File: config.mk
export PLATFORM = sky130hd
export DESIGN_NAME = matrix_slot_writer
export DESIGN_NICKNAME = d
export VERILOG_FILES = /design/src/rtl/matrix_slot_writer.sv
export SDC_FILE = /design/constraint.sdc
export NUM_CORES = 1
export LEC_CHECK = 0
export ABC_CLOCK_PERIOD_IN_PS = 31700
export CAP_MARGIN = 20
export CORE_UTILIZATION = 59
export DETAILED_ROUTE_END_ITERATION = 6
export GPL_TIMING_DRIVEN = 0
export PLACE_DENSITY = 0.8
export SLEW_MARGIN = 15
export SYNTH_ARGS = -nofsm -noshare
export SYNTH_HDL_FRONTEND = slang
export SYNTH_SLANG_ARGS = --single-unit
File: constraint.sdc
create_clock -name clk -period 31.7 [get_ports clk]
set_clock_uncertainty 0.1 [all_clocks]
set_input_delay 7.925 -clock clk [delete_from_list [all_inputs] [get_ports clk]]
set_output_delay 7.925 -clock clk [all_outputs]
set_load 0.02 [all_outputs]
File: src/rtl/matrix_slot_writer.sv
// Writes one matrix per request into its BRAM slot (data first, header last) and keeps the slot name table.
// Define WRITER_TIMEOUT_EN to abort a stalled STREAM after TIMEOUT_CYCLES idle beats.
module matrix_slot_writer #(
    parameter int BLOCK_SIZE     = 1152,
    parameter int NUM_SLOTS      = 8,
    parameter int DATA_WIDTH     = 32,
    parameter int ADDR_WIDTH     = 14,
    parameter int TIMEOUT_CYCLES = 4096
) (
    input  logic                  clk,
    input  logic                  rst,
    input  logic                  write_request,
    output logic                  write_ready,
    input  logic [2:0]            write_matrix_id,
    input  logic [7:0]            write_rows,
    input  logic [7:0]            write_cols,
    input  logic [7:0]            write_name [0:7],
    input  logic [DATA_WIDTH-1:0] write_data,
    input  logic                  write_data_valid,
    output logic                  writer_ready,
    output logic                  write_done,
    output logic                  write_error,
    output logic                  bram_wr_en,
    output logic [ADDR_WIDTH-1:0] bram_wr_addr,
    output logic [DATA_WIDTH-1:0] bram_wr_data,
    input  logic [2:0]            name_rd_id,
    output logic [63:0]           name_rd_data
);

    localparam logic [2:0] S_IDLE   = 3'd0;
    localparam logic [2:0] S_CHECK  = 3'd1;
    localparam logic [2:0] S_INVAL  = 3'd2;
    localparam logic [2:0] S_STREAM = 3'd3;
    localparam logic [2:0] S_HDR0   = 3'd4;
    localparam logic [2:0] S_HDR1   = 3'd5;
    localparam logic [2:0] S_DONE   = 3'd6;
    localparam logic [2:0] S_ERR    = 3'd7;

    logic [2:0]            r_state;
    logic [2:0]            r_id;
    logic [7:0]            r_rows;
    logic [7:0]            r_cols;
    logic [63:0]           r_name;
    logic [15:0]           r_idx;
    logic                  r_done;
    logic                  r_err;
    logic                  r_wr_en;
    logic [ADDR_WIDTH-1:0] r_wr_addr;
    logic [DATA_WIDTH-1:0] r_wr_data;
    logic [63:0]           r_name_table [0:7];

    logic [15:0]           w_count;
    logic [ADDR_WIDTH-1:0] w_base;
    logic                  w_reject;
    logic                  w_last;
    logic                  w_tmo_hit;

    assign w_count  = {8'd0, r_rows} * {8'd0, r_cols};
    assign w_base   = ADDR_WIDTH'(r_id) * ADDR_WIDTH'(BLOCK_SIZE);
    assign w_last   = (r_idx == w_count - 16'd1);
    assign w_reject = (r_rows == 8'd0) || (r_cols == 8'd0)
                   || (int'(r_id) >= NUM_SLOTS)
                   || (({1'b0, w_count} + 17'd2) > 17'(BLOCK_SIZE));

`ifdef WRITER_TIMEOUT_EN
    logic [12:0] r_tmo;

    always_ff @(posedge clk or posedge rst) begin
        if (rst) begin
            r_tmo <= '0;
        end else if (r_state != S_STREAM || write_data_valid) begin
            r_tmo <= '0;
        end else begin
            r_tmo <= r_tmo + 13'd1;
        end
    end

    assign w_tmo_hit = (r_tmo == 13'(TIMEOUT_CYCLES - 1));
`else
    assign w_tmo_hit = 1'b0;
`endif

    always_ff @(posedge clk or posedge rst) begin
        if (rst) begin
            r_state   <= S_IDLE;
            r_id      <= '0;
            r_rows    <= '0;
            r_cols    <= '0;
            r_name    <= '0;
            r_idx     <= '0;
            r_done    <= 1'b0;
            r_err     <= 1'b0;
            r_wr_en   <= 1'b0;
            r_wr_addr <= '0;
            r_wr_data <= '0;
            for (int i = 0; i < 8; i++) begin
                r_name_table[i] <= '0;
            end
        end else begin
            r_done  <= 1'b0;
            r_err   <= 1'b0;
            r_wr_en <= 1'b0;
            unique case (r_state)
                S_IDLE: begin
                    if (write_request) begin
                        r_id    <= write_matrix_id;
                        r_rows  <= write_rows;
                        r_cols  <= write_cols;
                        r_name  <= {write_name[0], write_name[1],
                                    write_name[2], write_name[3],
                                    write_name[4], write_name[5],
                                    write_name[6], write_name[7]};
                        r_state <= S_CHECK;
                    end
                end
                S_CHECK: begin
                    r_state <= w_reject ? S_ERR : S_INVAL;
                end
                S_INVAL: begin
                    r_wr_en   <= 1'b1;
                    r_wr_addr <= w_base;
                    r_wr_data <= '0;
                    r_idx     <= '0;
                    r_state   <= S_STREAM;
                end
                S_STREAM: begin
                    if (write_data_valid) begin
                        r_wr_en   <= 1'b1;
                        r_wr_addr <= w_base + ADDR_WIDTH'(2) + ADDR_WIDTH'(r_idx);
                        r_wr_data <= write_data;
                        r_idx     <= r_idx + 16'd1;
                        if (w_last) begin
                            r_state <= S_HDR0;
                        end
                    end else if (w_tmo_hit) begin
                        r_state <= S_ERR;
                    end
                end
                S_HDR0: begin
                    r_wr_en   <= 1'b1;
                    r_wr_addr <= w_base;
                    r_wr_data <= DATA_WIDTH'({r_rows, r_cols, 16'h0000});
                    r_state   <= S_HDR1;
                end
                S_HDR1: begin
                    r_wr_en              <= 1'b1;
                    r_wr_addr            <= w_base + ADDR_WIDTH'(1);
                    r_wr_data            <= '0;
                    r_name_table[r_id]   <= r_name;
                    r_state              <= S_DONE;
                end
                // Hold DONE/ERR through the pulse so write_ready stays low during it
                S_DONE, S_ERR: begin
                    r_done <= !r_done;
                    r_err  <= (r_state == S_ERR) && !r_done;
                    if (r_done) begin
                        r_state <= S_IDLE;
                    end
                end
                default: begin
                    r_state <= S_IDLE;
                end
            endcase
        end
    end

    assign write_ready  = (r_state == S_IDLE);
    assign writer_ready = (r_state == S_STREAM);
    assign write_done   = r_done;
    assign write_error  = r_err;
    assign bram_wr_en   = r_wr_en;
    assign bram_wr_addr = r_wr_addr;
    assign bram_wr_data = r_wr_data;
    assign name_rd_data = r_name_table[name_rd_id];

endmodule

==> impl_metrics.py, run 1 <==
metrics = {
    "route": {
        "drt_first_pass_iters": 7,
        "first_iter_violations": 1345,
        "detail-route-antenna-nets": 0,
        "drcViolationCount": 9,
        "viasPerCell": 6.040,
        "num_vias": 19590,
        "totalWireLength_um": 74510,
        "routedWlPerCell_um": 22.98,
    },
    "timing": {
        "setup_viol": 0,
        "report.final.slew_viol_count": 0,
        "fin_ws_ns": 12.78,
        "timing.fmax_mhz": 52.86,
        "min_period_ns": 18.92,
        "worstMarginPinSlew_ns": 1.138,
        "rsz0062_at_grt": "no",
        "finalHoldViolCount": 0,
        "final.period_utilization": 0.5967,
        "slew_headroom": 0.2414,
    },
    "pwr": {
        "p_clk_frac": 0.195,
        "switching_power_uw": 1640,
        "seqPwrFrac": 0.323,
        "share_comb_of_total_power": 0.482,
        "netSwitchingFraction": 0.3960,
        "cellInternalPower_uw": 2502,
        "powerDensity_nw_per_um2": 110.4,
        "ir_drop_mv": 0.1558,
        "leakage_uw": 0.01740,
    },
    "grt": {
        "grt_overflow": 0,
        "antenna_found_initial": 5,
        "grt_first_pass_wirelength_um": 117000,
        "grtUsageTotal": 0.2798,
        "grt_max_degree": 123,
        "grt_pass1_vias": 21150,
    },
    "place": {
        "place_hpwl_um": 49960,
        "portBuffers": 233,
        "place_ws_ns": 12.65,
        "routabilityCongestion": 0.8664,
    },
    "clock_tree": {
        "cts_tree": "yes",
        "post-cts-setup-buffers": 0,
        "clock_sinks": 663,
        "cts_buffers": 70,
        "clock-root-buffer": "clkbuf_16",
        "clk_path_buf_depth": 3,
        "cts_max_level": 3,
        "path_clk_slew_ns": 0.06,
        "cts_hold_buffers": 0,
        "insertion_delay_ns": 0.61,
        "cts_resized": 0,
    },
    "synth": {
        "synth_cells": 2187,
        "synth_edf_count": 0,
        "yosys.area.top_type": "dfrtp_1",
        "synth_ff_type": "dfrtp_1",
        "synthTopCellsByArea": "dfrtp_1 52%, mux2_2 23%, mux4_2 9.0%",
        "yosys_register_bits": 663,
        "ys_types": 61,
        "syn_area_per_cell_um2": 14.57,
        "synth_warnings": 0,
        "yosysSeqAreaShare": 0.5206,
        "yosys.area.top_type_share": 0.5206,
        "syn-num-nets": 2393,
        "synth_area_um2": 31870,
        "synthArstFlopShare": 1.000,
    },
    "critical_path": {
        "crit_path_max_fanout": 10,
        "reg2reg_slack_ns": 25.35,
        "r2r-end": "r_state[1]",
        "required_ns": 23.68,
        "worstSetupEndpoint": "name_rd_data[61]",
        "end_kind": "output port",
        "critPathArrivalTime_ns": 10.89,
        "cp-start-kind": "primary input",
        "r2r_start": "r_rows[1]",
        "reg2reg_depth": 20,
        "critPathKind": "primary input to output port",
        "critPathLaunch": "name_rd_id[0]",
    },
    "die": {
        "die_h_um": 234.4,
        "dieArea_um2": 54950,
        "die_w_um": 234.4,
        "core_area_um2": 52970,
        "io_pins": 237,
        "rows": 84,
        "initial_utilization": 0.6017,
    },
    "run_status": {
        "status": "complete, but fails checks",
        "violations": "DRC",
    },
    "worst_hold_path": {
        "hold_path.class": "register to register",
        "holdPathStages": 1,
    },
    "flow_run": {
        "cap_violations": 0,
    },
    "final_layout": {
        "nets": 2706,
        "areaGrowthSynthToFinish_pct": 17.71,
        "drive_gt1_frac": 0.3588,
        "fin_util": 0.7082,
    },
}
## routing by layer
| metal | wire (um) | part of all wire | GRT usage |
|---|---|---|---|
| met1 | 31450 | 0.42 | 0.3680 |
| met2 | 36730 | 0.49 | 0.4661 |
| met3 | 3891 | 0.052 | 0.05293 |
| met4 | 2409 | 0.032 | 0.1022 |
| met5 | 39 | 0.00052 | 0 |
## stage by stage
| stage | setup TNS [ns] | hold WS (ns) | total power [uW] | std cells | instance area (um^2) |
|---|---|---|---|---|---|
| floorplan | 0 | 0.3739 | 2808 | 2187 | 31870 |
| global placement | -431.76 | 0.3474 | 3225 | 3108 | 35060 |
| detailed placement | 0 | 0.3525 | 3319 | 3115 | 35230 |
| CTS | 0 | 0.3602 | 4148 | 3240 | 37500 |
| global route | 0 | 0.3659 | 4428 | 3242 | 37510 |
| finish | 0 | 0.3560 | 4142 | 3243 | 37520 |
## worst max-delay path: stages
cell and delay [ns]:
clkbuf_1 0.67, buf_1 0.77, mux4_2 0.60, mux2_2 0.28
clkdlybuf4s50_1 0.63
## how the worst min path moves through the flow
stage	end	slack, ns	startpoint
after floorplan	r_name_table[380]	0.37	r_name_table[380]
after global placement	write_error	0.35	write_done
after detailed placement	write_error	0.35	write_done
after CTS	write_error	0.36	write_done
after global routing	write_error	0.37	write_done
final	write_error	0.36	write_done
## power groups by stage
| stage | registers [uW] | clock network, uW | logic, uW |
|---|---|---|---|
| floorplan | 1290 | 0 | 1510 |
| global placement | 1320 | 0 | 1910 |
| detailed placement | 1350 | 0 | 1970 |
| CTS | 1330 | 825 | 1990 |
| global route | 1380 | 854 | 2200 |
| finish | 1340 | 809 | 2000 |
## Yosys cell counts, types with 4 or more instances
master    count
dfrtp_1     663
nor4_1        6
nand4_1       8
and3_1        4
clkbuf_1    118
a222oi_1     16
a21oi_1      28
xnor2_1      28
nand3_1      22
nor4b_1       4
a22o_1       17
xor2_1       20
nor2_1       36
buf_1        16
mux2_2      659
ha_1         48
o21bai_1      7
o21a_1        6
a211oi_1      6
or3_1         6
o21ai_0      26
o211ai_1      6
mux2i_1       4
a31oi_1       4
and2_1       57
fa_1         36
inv_1        88
nand2_1      47
nor3_1       18
mux4_2      128
nor2b_1       5
## registers in the layout (all words and copies together) (netlist names)
name / cells
bram_wr_addr: 14
bram_wr_data: 32
bram_wr_en: 1
write_done: 1
r_name_table: 512
r_id: 3
write_error: 1
r_idx: 16
r_rows: 8
r_name: 64
r_cols: 8
r_state: 3
## kinds of logic after synthesis
logic type,Yosys count,synth area share
AO/OA/AOI/OAI,144,0.03270
XOR/XNOR,52,0.01523
adder cells (fa/ha/maj),84,0.04146
flip-flops,663,0.5206
multiplexers,791,0.3246
buffers and inverters,224,0.02646
AND/OR/NAND/NOR,229,0.03902
## final cells by class
cell class / count / area (um^2)
clock inverters: 17 / 192.7
repair buffers: 241 / 2496
diodes: 2 / 5.005
fillers: 3541 / 15450
flip-flops and latches: 663 / 16590
inverters: 88 / 337.8
clock buffers: 108 / 2077
multi-input cells: 1300 / 14440
plain buffers: 136 / 514.2
well taps: 688 / 860.8
## cells in the final DEF, fill, tap and decap left out, types with 17 or more instances in the layout
cell type / netlist / layout
mux2_2: 659 / 659
clkdlybuf4s50_1: 0 / 233
clkbuf_1: 118 / 139
inv_1: 88 / 87
nor3_1: 18 / 17
ha_1: 48 / 48
a22o_1: 17 / 17
fa_1: 36 / 36
nor2_1: 36 / 36
dfrtp_1: 663 / 663
nand3_1: 22 / 22
a21oi_1: 28 / 28
xnor2_1: 28 / 28
and2_1: 57 / 57
xor2_1: 20 / 20
nand2_1: 47 / 47
clkbuf_16: 0 / 72
mux4_2: 128 / 128
o21ai_0: 26 / 26
(Power assumes the default switching activity.)
==> inputs of run 2 (changes only) <==
- ABC_CLOCK_PERIOD_IN_PS: 31700 -> 18900
- clock period: 31.7 -> 18.9 ns (I/O delays scaled with it)
==> impl_metrics.py, run 2 (synthesized netlist as in run 1, its figures left out) <==
metrics = {
    "clock_tree": {
        "cts_max_level": 3,
        "cts_hold_buffers": 0,
        "cts_buffers": 71,
        "clock_sinks": 663,
        "clock-root-buffer": "clkbuf_16",
        "clk_path_buf_depth": 3,
        "path_clk_slew_ns": 0.06,
        "cts_tree": "yes",
        "post-cts-setup-buffers": 0,
        "cts_resized": 0,
        "insertion_delay_ns": 0.61,
    },
    "timing": {
        "worstMarginPinSlew_ns": 1.111,
        "slew_headroom": 0.2537,
        "timing.fmax_mhz": 79.34,
        "finalHoldViolCount": 0,
        "setup_viol": 0,
        "finalSetupTns_ns": 0,
        "rsz0062_at_grt": "no",
        "report.final.slew_viol_count": 0,
        "min_period_ns": 12.60,
        "final.period_utilization": 0.6669,
    },
    "place": {
        "place_hpwl_um": 50590,
        "portBuffers": 233,
        "routabilityCongestion": 0.8779,
    },
    "run_status": {
        "violations": "DRC",
        "status": "complete, but fails checks",
    },
    "critical_path": {
        "critPathArrivalTime_ns": 7.78,
        "crit_path_max_fanout": 10,
        "end_kind": "output port",
        "critPathKind": "primary input to output port",
        "cp-start-kind": "primary input",
        "required_ns": 14.07,
    },
    "route": {
        "viasPerCell": 6.117,
        "drt_first_pass_iters": 7,
        "drcViolationCount": 8,
        "first_iter_violations": 1253,
        "num_vias": 19960,
        "routedWlPerCell_um": 22.97,
        "detail-route-antenna-nets": 0,
        "totalWireLength_um": 74910,
    },
    "die": {
        "initial_utilization": 0.6017,
        "rows": 84,
        "io_pins": 237,
        "die_w_um": 234.4,
        "core_area_um2": 52970,
        "die_h_um": 234.4,
        "dieArea_um2": 54950,
    },
    "pwr": {
        "ir_drop_mv": 0.2455,
        "powerDensity_nw_per_um2": 186.0,
        "power.total_uw": 7073,
        "leakage_uw": 0.01765,
    },
    "grt": {
        "antenna_found_initial": 5,
        "grtUsageTotal": 0.2822,
        "grt_first_pass_wirelength_um": 118500,
        "grt_pass1_vias": 21190,
        "grt_overflow": 0,
        "grt_max_degree": 39,
    },
    "final_layout": {
        "regMostFlops": "r_name_table",
        "areaGrowthSynthToFinish_pct": 19.34,
        "drive_gt1_frac": 0.3673,
        "largest_reg_flops": 512,
        "layout_common_cells": "663 x dfrtp_1, 659 x mux2_2, 233 x clkdlybuf4s50_1",
        "final_common_cell": "dfrtp_1",
        "nets": 2722,
    },
    "worst_hold_path": {
        "hold_path.class": "register to register",
    },
    "flow_run": {
        "cap_violations": 0,
    },
}
## run 2: changes by cell type in the layout (fill, tap and decap cells not counted), sizes merged
cell | previous run | this run
clkbuf | 226 | 219
buf | 26 | 41
bufinv | 3 | 10
clkinvlp | 1 | 2
clkinv | 11 | 15
diode | 2 | 1
## run 2: layout make-up
type	instances	area, um^2
Antenna cell	1	2.502
Buffer	136	514.2
Clock buffer	101	2093
Clock inverter	29	422.9
Fill cell	3408	14940
Inverter	88	334.1
Multi-Input combinational cell	1300	14440
Sequential cell	663	16590
Tap cell	688	860.8
Timing Repair Buffer	256	2774
## run 2: path summary, 6_finish.rpt
| path | to | from | depth (start not counted) | slack [ns] |
|---|---|---|---|---|
| max | name_rd_data[49] | name_rd_id[0] | 5 | 6.30 |
| min | write_error | write_done | 1 | 0.37 |
| max reg2reg | r_state[2] | r_rows[0] | 20 | 12.59 |
| min reg2reg | write_error | write_done | 1 | 0.37 |
| max in group asynchronous | r_name_table[340] | rst | 9 | 12.26 |
| min in group asynchronous | bram_wr_data[21] | rst | 2 | 4.41 |
## run 2: power by group
part | internal, uW | switching, uW
combinational | 1520 | 1830
sequential | 1880 | 367
clock | 911 | 570
total | 4310 | 2760
## run 2: critical path, cell delays in order
cell,delay [ns]
clkbuf_1,0.75
buf_1,0.79
mux4_2,0.62
mux2_2,0.33
clkdlybuf4s50_1,0.55
## run 2: per-layer routing
metal,part of all wire,track usage,vias to the layer above
li1,-,-,8659
met1,0.42,0.3816,10580
met2,0.49,0.4652,570
met3,0.054,0.05451,136
met4,0.027,0.08649,8
met5,0.00068,0,-
## run 2: stage by stage
stage	std cells	setup WS, ns	hold slack (ns)	cell area [um^2]	util
3_3_place_gp	3108	1.720	0.3623	35070	0.6620
6_report	3262	6.296	0.3727	38030	0.7180
2_1_floorplan	2187	5.011	0.3739	31870	-
3_5_place_dp	3130	6.238	0.3700	35500	0.6702
5_1_grt	3262	6.048	0.3933	38030	0.7180
4_1_cts	3260	6.222	0.3776	38020	0.7177
